File: src/rtl/corr_acc_pkg.sv
// Shared types and constants for the correlation-accelerator sequencer.
// Holds the FSM state enum, default address map, result geometry and word-address helpers.
package corr_acc_pkg;

   typedef enum logic [2:0] {
      StIdle,
      StArm,
      StFeed,
      StDrain,
      StRead,
      StDone
   } state_e;

   localparam logic [31:0] CORR_MATRIX_BASE = 32'h80000080;
   localparam logic [31:0] CORR_FIFO_BASE   = 32'h80000040;
   localparam int unsigned CORR_RES_DEPTH   = 12;
   localparam int unsigned CORR_RES_BANKS   = 2;

   // Each bank entry holds a real/imag word pair.
   function automatic int unsigned res_words(input int unsigned depth, input int unsigned banks);
      return depth * banks * 2;
   endfunction

   // Word index bits map to {entry, bank, imag}.
   function automatic logic [31:0] res_addr(input logic [31:0] base, input logic [29:0] w);
      logic [27:0] entry;
      logic        bank;
      logic        imag;
      imag  = w[0];
      bank  = w[1];
      entry = w[29:2];
      return base + {entry, bank, imag, 2'b00};
   endfunction

endpackage

File: src/rtl/corr_res_skid.sv
// One-entry result holding register with valid/ready handshake.
// Loads on i_valid and holds until the consumer accepts it.
module corr_res_skid #(
   parameter int unsigned DATA_W = 32
) (
   input  logic              clk,
   input  logic              rst,
   input  logic              i_valid,
   input  logic [DATA_W-1:0] i_data,
   input  logic              i_ready,
   output logic              o_valid,
   output logic [DATA_W-1:0] o_data
);

   logic              r_valid;
   logic [DATA_W-1:0] r_data;

   always_ff @(posedge clk or posedge rst) begin
      if (rst) begin
         r_valid <= 1'b0;
         r_data  <= '0;
      end else if (i_valid) begin
         r_valid <= 1'b1;
         r_data  <= i_data;
      end else if (r_valid && i_ready) begin
         r_valid <= 1'b0;
      end
   end

   assign o_valid = r_valid;
   assign o_data  = r_data;

endmodule

File: src/rtl/corr_acc_sched.sv
// Feeds packed samples into the correlation accelerator, then reads the matrix out as a stream.
// Defining CORR_ACC_SCHED_PERF_EN adds the stall_cnt_o ack-stall counter.
module corr_acc_sched
   import corr_acc_pkg::*;
#(
   parameter logic [31:0] MATRIX_BASE_ADDR = CORR_MATRIX_BASE,
   parameter logic [31:0] FIFO_BASE_ADDR   = CORR_FIFO_BASE,
   parameter int unsigned RES_DEPTH        = CORR_RES_DEPTH,
   parameter int unsigned RES_BANKS        = CORR_RES_BANKS,
   parameter int unsigned CNT_W            = 16
) (
   input  logic             clk,
   input  logic             rst,
   input  logic             start_i,
   input  logic [CNT_W-1:0] nsmpl_i,
   input  logic             smpl_valid_i,
   input  logic [31:0]      smpl_data_i,
   output logic             smpl_ready_o,
   output logic             acc_req_o,
   output logic             acc_we_o,
   output logic [31:0]      acc_addr_o,
   output logic [31:0]      acc_wdata_o,
   input  logic             acc_ack_i,
   input  logic             acc_resp_i,
   input  logic [31:0]      acc_rdata_i,
   output logic             acc_on_o,
   output logic             res_valid_o,
   output logic [31:0]      res_data_o,
   input  logic             res_ready_i,
   output logic             busy_o,
   output logic             done_o
`ifdef CORR_ACC_SCHED_PERF_EN
   ,
   output logic [31:0]      stall_cnt_o
`endif
);

   localparam int unsigned      WORDS   = res_words(RES_DEPTH, RES_BANKS);
   localparam int unsigned      IDX_W   = $clog2(WORDS + 1);
   localparam logic [IDX_W-1:0] WORDS_L = IDX_W'(WORDS);
   localparam logic [IDX_W-1:0] LAST_L  = IDX_W'(WORDS - 1);

   state_e           r_state;
   logic [CNT_W-1:0] r_nsmpl;
   logic [CNT_W-1:0] r_cnt;
   logic [IDX_W-1:0] r_rd_idx;
   logic [IDX_W-1:0] r_acc_cnt;
   logic             r_rd_pend;
   logic             r_ack_seen;
   logic             r_acc_on;
   logic             r_busy;
   logic             r_done;

   logic             w_wr;
   logic             w_rd_want;
   logic             w_rd;
   logic             w_resp;
   logic             w_res_valid;
   logic             w_res_acc;
   logic [31:0]      w_res_data;

   assign w_wr      = (r_state == StFeed) & acc_ack_i & smpl_valid_i;
   // Only one read in flight, and never while the holding register is occupied.
   assign w_rd_want = (r_state == StRead) & ~w_res_valid & ~r_rd_pend & (r_rd_idx < WORDS_L);
   assign w_rd      = w_rd_want & acc_ack_i;
   assign w_resp    = r_rd_pend & acc_resp_i;
   assign w_res_acc = w_res_valid & res_ready_i;

   assign acc_req_o    = w_wr | w_rd;
   assign acc_we_o     = w_wr;
   assign smpl_ready_o = w_wr;
   assign acc_wdata_o  = w_wr ? smpl_data_i : 32'h0;

   always_comb begin
      acc_addr_o = 32'h0;
      if (w_wr) begin
         acc_addr_o = FIFO_BASE_ADDR;
      end else if (w_rd) begin
         acc_addr_o = res_addr(MATRIX_BASE_ADDR, 30'(r_rd_idx));
      end
   end

   always_ff @(posedge clk or posedge rst) begin
      if (rst) begin
         r_state    <= StIdle;
         r_nsmpl    <= '0;
         r_cnt      <= '0;
         r_rd_idx   <= '0;
         r_acc_cnt  <= '0;
         r_rd_pend  <= 1'b0;
         r_ack_seen <= 1'b0;
         r_acc_on   <= 1'b0;
         r_busy     <= 1'b0;
         r_done     <= 1'b0;
      end else begin
         r_done <= 1'b0;
         if (w_rd) begin
            r_rd_pend <= 1'b1;
            r_rd_idx  <= r_rd_idx + 1'b1;
         end else if (w_resp) begin
            r_rd_pend <= 1'b0;
         end
         unique case (r_state)
            StIdle: begin
               if (start_i) begin
                  r_state   <= StArm;
                  r_nsmpl   <= nsmpl_i;
                  r_cnt     <= '0;
                  r_rd_idx  <= '0;
                  r_acc_cnt <= '0;
                  r_acc_on  <= 1'b1;
                  r_busy    <= 1'b1;
               end
            end
            StArm: begin
               if (r_nsmpl == '0) begin
                  r_state  <= StRead;
                  r_acc_on <= 1'b0;
               end else begin
                  r_state <= StFeed;
               end
            end
            StFeed: begin
               if (w_wr) begin
                  r_cnt <= r_cnt + 1'b1;
                  if (r_cnt + 1'b1 == r_nsmpl) begin
                     r_state    <= StDrain;
                     r_ack_seen <= 1'b0;
                  end
               end
            end
            StDrain: begin
               // Two consecutive acks mean the accelerator pipeline has flushed.
               if (acc_ack_i) begin
                  if (r_ack_seen) begin
                     r_state  <= StRead;
                     r_acc_on <= 1'b0;
                  end else begin
                     r_ack_seen <= 1'b1;
                  end
               end else begin
                  r_ack_seen <= 1'b0;
               end
            end
            StRead: begin
               if (w_res_acc) begin
                  if (r_acc_cnt == LAST_L) begin
                     r_state <= StDone;
                     r_done  <= 1'b1;
                  end else begin
                     r_acc_cnt <= r_acc_cnt + 1'b1;
                  end
               end
            end
            StDone: begin
               r_state <= StIdle;
               r_busy  <= 1'b0;
            end
            default: r_state <= StIdle;
         endcase
      end
   end

   corr_res_skid #(
      .DATA_W(32)
   ) u_res_skid (
      .clk    (clk),
      .rst    (rst),
      .i_valid(w_resp),
      .i_data (acc_rdata_i),
      .i_ready(res_ready_i),
      .o_valid(w_res_valid),
      .o_data (w_res_data)
   );

   assign res_valid_o = w_res_valid;
   assign res_data_o  = w_res_data;
   assign acc_on_o    = r_acc_on;
   assign busy_o      = r_busy;
   assign done_o      = r_done;

`ifdef CORR_ACC_SCHED_PERF_EN
   logic [31:0] r_stall_cnt;
   logic        w_stall;

   assign w_stall = (((r_state == StFeed) & smpl_valid_i) | w_rd_want) & ~acc_ack_i;

   always_ff @(posedge clk or posedge rst) begin
      if (rst) begin
         r_stall_cnt <= '0;
      end else if ((r_state == StIdle) && start_i) begin
         r_stall_cnt <= '0;
      end else if (w_stall && (r_stall_cnt != '1)) begin
         r_stall_cnt <= r_stall_cnt + 1'b1;
      end
   end

   assign stall_cnt_o = r_stall_cnt;
`endif

endmodule

File: config.mk
export PLATFORM = sky130hd
export DESIGN_NAME = corr_acc_sched
export DESIGN_NICKNAME = d
export VERILOG_FILES = /design/src/rtl/corr_acc_pkg.sv /design/src/rtl/corr_res_skid.sv /design/src/rtl/corr_acc_sched.sv
export SDC_FILE = /design/constraint.sdc
export NUM_CORES = 1
export LEC_CHECK = 0
export CAP_MARGIN = 30
export CORE_UTILIZATION = 44
export CTS_CLUSTER_SIZE = 24
export DETAILED_ROUTE_END_ITERATION = 10
export PLACE_DENSITY = 0.89
export SYNTH_ARGS = -nofsm -noshare
export SYNTH_HDL_FRONTEND = slang
export SYNTH_HIERARCHICAL = 1
export SYNTH_SLANG_ARGS = --single-unit
File: constraint.sdc
create_clock -name clk -period 2.41 [get_ports clk]
set_input_delay 0.3615 -clock clk [delete_from_list [all_inputs] [get_ports clk]]
set_output_delay 0.3615 -clock clk [all_outputs]
set_load 0.02 [all_outputs]
# Word-level counts from Yosys, hierarchy flattened
# Cells that the tools add are included.
totals:
  regBits: 85
  output_inout_bits: 103
  wordCells: 100
classes:
  add_sub_neg: 4
  magnitude_cmp: 1
  n_eq_ne: 16
  n_mux: 39
  bitwise_logic: 11
  reduce_logical: 17
ops:
  columns: ["cell", "n"]
  rows:
  - ["$mux 32", 3]
  - ["$mux 6", 6]
  - ["$add 32x8->32 const A", 1]
  - ["$mux 16", 2]
  - ["$pmux 16 s2", 1]
  - ["$mux 3", 8]
  - ["$add 16x1->16 const B", 1]
  - ["$eq 16x16->1", 1]
  - ["$logic_not 16->1", 1]
  - ["$pmux 3 s5", 1]
  - ["$mux 1", 14]
  - ["$ne 2x2->1 const B", 7]
  - ["$add 6x1->6 const B", 2]
  - ["$pmux 6 s2", 1]
  - ["$reduce_bool 2->1", 6]
  - ["$and 1x1->1", 8]
  - ["$reduce_and 7->1", 1]
  - ["$eq 3x2->1 const B", 2]
  - ["$eq 3x3->1 const B", 2]
  - ["$eq 6x6->1 const B", 1]
  - ["$lt 6x6->1 const B", 1]
  - ["$reduce_and 3->1", 2]
  - ["$reduce_and 5->1", 1]
  - ["$ne 2x1->1 const B", 2]
  - ["10 further kinds", 13]

# Logic depth before layout (Yosys ltp)
# Gate-level depths: netlist (run 1).
depth:
  word_depth: 8
  ltp_mapped: 8
  ltp_nobuf: 7

# Cells and area by module
# The synthesis (run 1) kept the hierarchy.
modules_own_cells:
  columns: ["module", "instances", "cells_each", "area_each_um2", "seq_area_each_um2"]
  rows:
  - ["corr_acc_sched", 1, 395, 3308.2, 1301.2]
  - ["corr_res_skid", 1, 72, 1381.3, 825.8]

# Least setup slack after synthesis (run 1)
# No wires, ideal clock.
synth_path:
  path_type: "reg2out"
  start: "reg r_state[0]"
  end: "out acc_addr_o[2]"
  arrival_ns: 1.883
  t_required_ns: 2.049
  slack_ns: 0.166
  path_stages_with_launch: 7
  cell_sequence: "dfrtp_1 > buf_6 > or3b_1 > buf_6 > a2111oi_4 > ha_1 > and2_1"
synth_via:
  elab_chain_len: 7
  elab_cells_between_ends: 10
  classes_between: "eq/ne (2); mux (2); bitwise (6)"
synth_rtl:
  columns: ["element", "line", "source"]
  rows:
  - ["start, declared", "corr_acc_sched.sv:43", "state_e r_state;"]
  - ["start signal, assigned", "corr_acc_sched.sv:85", "r_state <= StIdle;"]
  - ["start signal, assigned", "corr_acc_sched.sv:106", "r_state <= StArm;"]
  - ["start signal, assigned", "corr_acc_sched.sv:117", "r_state <= StRead;"]
  - ["$eq 3x3->1", "corr_acc_sched.sv:64", "assign w_rd_want = (r_state == StRead) & ~w_res_valid & ~r_rd_pend & (r_rd_idx < WORDS_L);"]
  - ["$and 1x1->1 (3 in a row)", "corr_acc_sched.sv:64", null]
  - ["$and 1x1->1", "corr_acc_sched.sv:65", "assign w_rd = w_rd_want & acc_ack_i;"]
  - ["named net w_rd", "corr_acc_sched.sv:56", "logic w_rd;"]
  - ["$mux 32", "corr_acc_sched.sv:78", "end else if (w_rd) begin"]
  - ["$mux 32", "corr_acc_sched.sv:76", "if (w_wr) begin"]
  - ["end, declared", "corr_acc_sched.sv:21", "output logic [31:0] acc_addr_o,"]
# The timed path passes the listed nets, and every way through them passes these cells.

# Worst setup path after layout (run 1)
# Ends and elaborated chain as after synthesis.

==> impl_metrics.csv, run 1 <==
group,metric,value,unit
logic_synthesis,synth_cell_types,46,
timing,rsz0062_at_grt,"yes",
floorplanning,rows,37,
routing,met3_length,622,um
logic_synthesis,ys_seq_elements,85,
floorplanning,start_util,45.42,%
pwr,swShare,37.41,%
clock_tree,cts_tree,"built",
cells_and_area,synthToLayoutAreaGrowth,38.66,%
setup_path,crit_type,"reg -> out",
timing,fin_skew,0.01396,ns
placement,place_congestion,0.9241,
setup_path,cp_slowest_cell,"or3b_4",
routing,ant_nets,0,
cells_and_area,nets,738,
timing,period_share,97.96,%
logic_synthesis,ys.flop_type,"dfrtp_1",
placement,hpwl,9044,um
setup_path,crit_chain,"or3b_4 > a2111oi_4 > ha_1 > and2_1 > clkdlybuf4s15_2",
pwr,power-per-cell-area,954.7,nW/um^2
placement,dp_cells,772,
timing,setup-violations-final,0,
clock_tree,path_clk_slew,0.09,ns
cells_and_area,drive_gt1_share,20.09,%
run,drv_cap,0,
placement,pre_cts_ws,-0.1946,ns
clock_tree,h-tree-depth,3,
pwr,combPwrFrac,47.5,%
setup_path,cpLargestDelayFamily,"simple AND/OR/NAND/NOR gates",
routing,drt_pre_antenna_iters,4,
placement,numPortBuffers,165,
logic_synthesis,syn_area,4689,um^2
pwr,p_leak,3.044,nW
cells_and_area,diodes,0,
cells_and_area,fin_cells,788,
logic_synthesis,synth_top_area_share,45.36,%
setup_path,cp-end-kind,"primary output",
setup_path,critical_path.startpoint,"r_state[0]$_DFFE_PP0P_",
routing,wl_met2,6100,um
floorplanning,die_height,105.2,um
setup_path,start_kind,"register",
routing,top_layer_used,"met4",
grt,antenna_found_initial,0,
cells_and_area,nFillCells,860,
grt,grt_pass1_wl,19300,um
logic_synthesis,synth-edff-count,0,
routing,drt-vias-per-instance,4.984,
logic_synthesis,syn_inst,467,
floorplanning,core,10320,um^2
timing,fin_crit,2.361,ns
setup_path,rr_endpoint,"r_ack_seen$_DFFE_PP0P_",
pwr,p_int,3.886,mW
floorplanning,top_level_ports,190,
timing,max_slew.worst_pin.slew,0.5427,ns
clock_tree,insertion_delay,0.36,ns
routing,vias,3927,
setup_path,r2r_cells,7,
logic_synthesis,syn_avg_cell_area,10.04,um^2
setup_path,critPathRequiredTime,2.05,ns
timing,slew_violations,0,
grt,grt_use_total,22.09,%
logic_synthesis,synthTopCellsByArea,"dfrtp_1, mux2_4, nand2_1, and2_1, buf_4",
setup_path,r2r_setup_slack,0.15,ns
setup_path,cp.depth,5,
grt,grt_pass1_vias,3840,
setup_path,path_buf_inv,1,
setup_path,crit_fanout,2,
pwr,ir_worst_vdd,544.7,uV
cells_and_area,post-route-util,62.99,%
logic_synthesis,synth_top_cell_by_area,"dfrtp_1",
setup_path,critPathMaxStageDelay,0.42,ns
setup_path,setup.worst_path.end,"acc_addr_o[2]",
timing,fmax,423.6,MHz
pwr,switching_power,2.323,mW
clock_tree,cts_root_buffer,"clkbuf_8",
setup_path,arrival,2.00,ns
routing,drt_iter0_drc,192,
timing,tns,0,ns
floorplanning,dieArea,11070,um^2
floorplanning,die_w,105.2,um
routing,post-route-drc-count,0,
timing,finalHoldViolCount,0,
logic_synthesis,yosys_warnings,6,
routing,routed_wl,11970,um
setup_path,timing.rr.start,"r_cnt[1]$_DFFE_PP0P_",
timing,slew_headroom,63.76,%
clock_tree,post_cts_buffers,0,
clock_tree,cts_sinks,85,
pwr,p_seq_share,36.1,%
pwr,power.share.clock,16.4,%
grt,overflow,0,
routing,wl_met1,5097,um
logic_synthesis,async_flop_share,100.0,%
worst_hold_path,hold_path.class,"in -> async",
timing,fin_ws,0.04917,ns
logic_synthesis,synth_seq_area_share,45.36,%
run_status,status,"finished clean",
routing,wl_per_cell,15.19,um
clock_tree,clockBufferDepth,2,
grt,grt_max_degree,46,
clock_tree,numCtsBuffers,9,
-- layout make-up --
class / count / area (um^2) / area share [%]
multi-input combinational: 351 / 2280 / 35.06
sequential: 85 / 2127 / 32.71
timing repair buffer: 192 / 1698 / 26.11
tap: 136 / 170.2 / 2.617
clock buffer: 10 / 127.6 / 1.963
clock inverter: 6 / 70.07 / 1.078
inverter: 8 / 30.03 / 0.4618
-- sequential cells by signal (all words and copies together) (netlist names) --
signal / cells
u_res_skid/o_data: 32
r_cnt: 16
r_nsmpl: 16
r_acc_cnt: 6
r_rd_idx: 6
r_state: 3
acc_on_o: 1
busy_o: 1
done_o: 1
r_ack_seen: 1
r_rd_pend: 1
u_res_skid/o_valid: 1
-- cells by family after synthesis --
| kind of cell | after synthesis | synth area share [%] |
|---|---|---|
| buf+inv | 54 | 7.951 |
| xor+xnor | 30 | 5.603 |
| simple gates | 198 | 21.26 |
| compound gates | 59 | 7.738 |
| mux | 36 | 10.94 |
| flops | 85 | 45.36 |
| other cells | 1 | 0.07997 |
| fa+ha+maj | 4 | 1.067 |
-- stage by stage --
stage	power, mW	hold slack, ns	cell area [um^2]
after floorplan	4.029	0.4669	4776
after CTS	6.252	0.4066	6678
after detailed placement	5.261	0.4912	6496
after global routing	6.567	0.4423	6502
after global placement	5.157	0.4894	6496
final	6.208	0.3947	6502
-- worst min path at each step --
stage	endpoint	slack (ns)	cells past startpoint
6_report	r_rd_idx[4]$_DFF_PP0_	0.39	2
5_1_grt	r_acc_cnt[0]$_DFFE_PP0P_	0.44	2
4_1_cts	r_rd_pend$_DFFE_PP0P_	0.41	2
3_5_place_dp	u_res_skid/o_data[18]$_DFFE_PP0P_	0.49	1
3_3_place_gp	u_res_skid/o_data[20]$_DFFE_PP0P_	0.49	1
2_1_floorplan	r_nsmpl[0]$_DFFE_PP0P_	0.47	2
-- per-layer routing --
layer  up-vias  GRT usage, %
li1       1881             -
met1      1886         26.78
met2       148         40.04
met3        12         3.401
met4         0         7.042
met5         -             0
-- cells in the mapped netlist (2+ instances only) --
cell type	n
a21o_1	3
a21oi_1	10
a31oi_1	3
and2_1	36
and2_2	3
and3_1	6
and4_1	3
buf_12	3
buf_4	26
buf_6	3
clkbuf_1	13
dfrtp_1	85
ha_1	4
inv_1	7
mux2_2	6
mux2_4	29
nand2_1	77
nand2b_1	2
nand3_1	17
nand4_1	4
nor2_1	16
nor2_2	2
nor2b_1	5
nor3_1	7
nor3b_1	2
nor4_1	7
o21ai_0	31
o31ai_1	5
or2_2	2
or3_1	6
xnor2_1	17
xor2_1	13
-- cells in the final DEF, fill, tap and decap left out, types with 4 or more instances in the layout --
cell and n:
clkdlybuf4s50_1 122, dfrtp_1 85, nand2_1 77, and2_1 35
clkbuf_2 32, o21ai_0 31, mux2_4 29, conb_1 24
buf_4 23, nand3_1 17, xnor2_1 17, nor2_1 16
xor2_1 13, a21oi_1 10, clkbuf_8 9, nor3_1 7
nor4_1 7, buf_2 7, mux2_2 6, inv_1 6
or3_1 6, and3_1 6, nor2b_1 5, o31ai_1 5
nand4_1 4, and2_2 4, ha_1 4
-- power groups by stage --
stage                     Combinational [mW]  Clock, mW  Sequential [mW]
after floorplan                         1.49          0             2.54
after global placement                  2.93          0             2.23
after detailed placement                2.99          0             2.27
after CTS                               2.98       1.04             2.24
after global routing                    3.18       1.09             2.30
final                                   2.95       1.02             2.24
-- what timing repair did --
item	CTS	global route
hold buffers	0	0
resized for setup	77	55
hold endpoints to repair	0	0
pin swaps	1	0
endpoints found under the setup margin	43	39
cloned	0	0
Power figures use the tool's default switching activity.
==> run 2, diff against run 1 <==
--- a/config.mk
+++ b/config.mk
@@ -5,7 +5,7 @@
 export SDC_FILE = /design/constraint.sdc
 export NUM_CORES = 1
 export LEC_CHECK = 0
-export CAP_MARGIN = 30
+export CAP_MARGIN = 20
 export CORE_UTILIZATION = 44
 export CTS_CLUSTER_SIZE = 24
 export DETAILED_ROUTE_END_ITERATION = 10
==> results of run 2 <==
Final layout, timing and power as in run 1 (identical DEF).
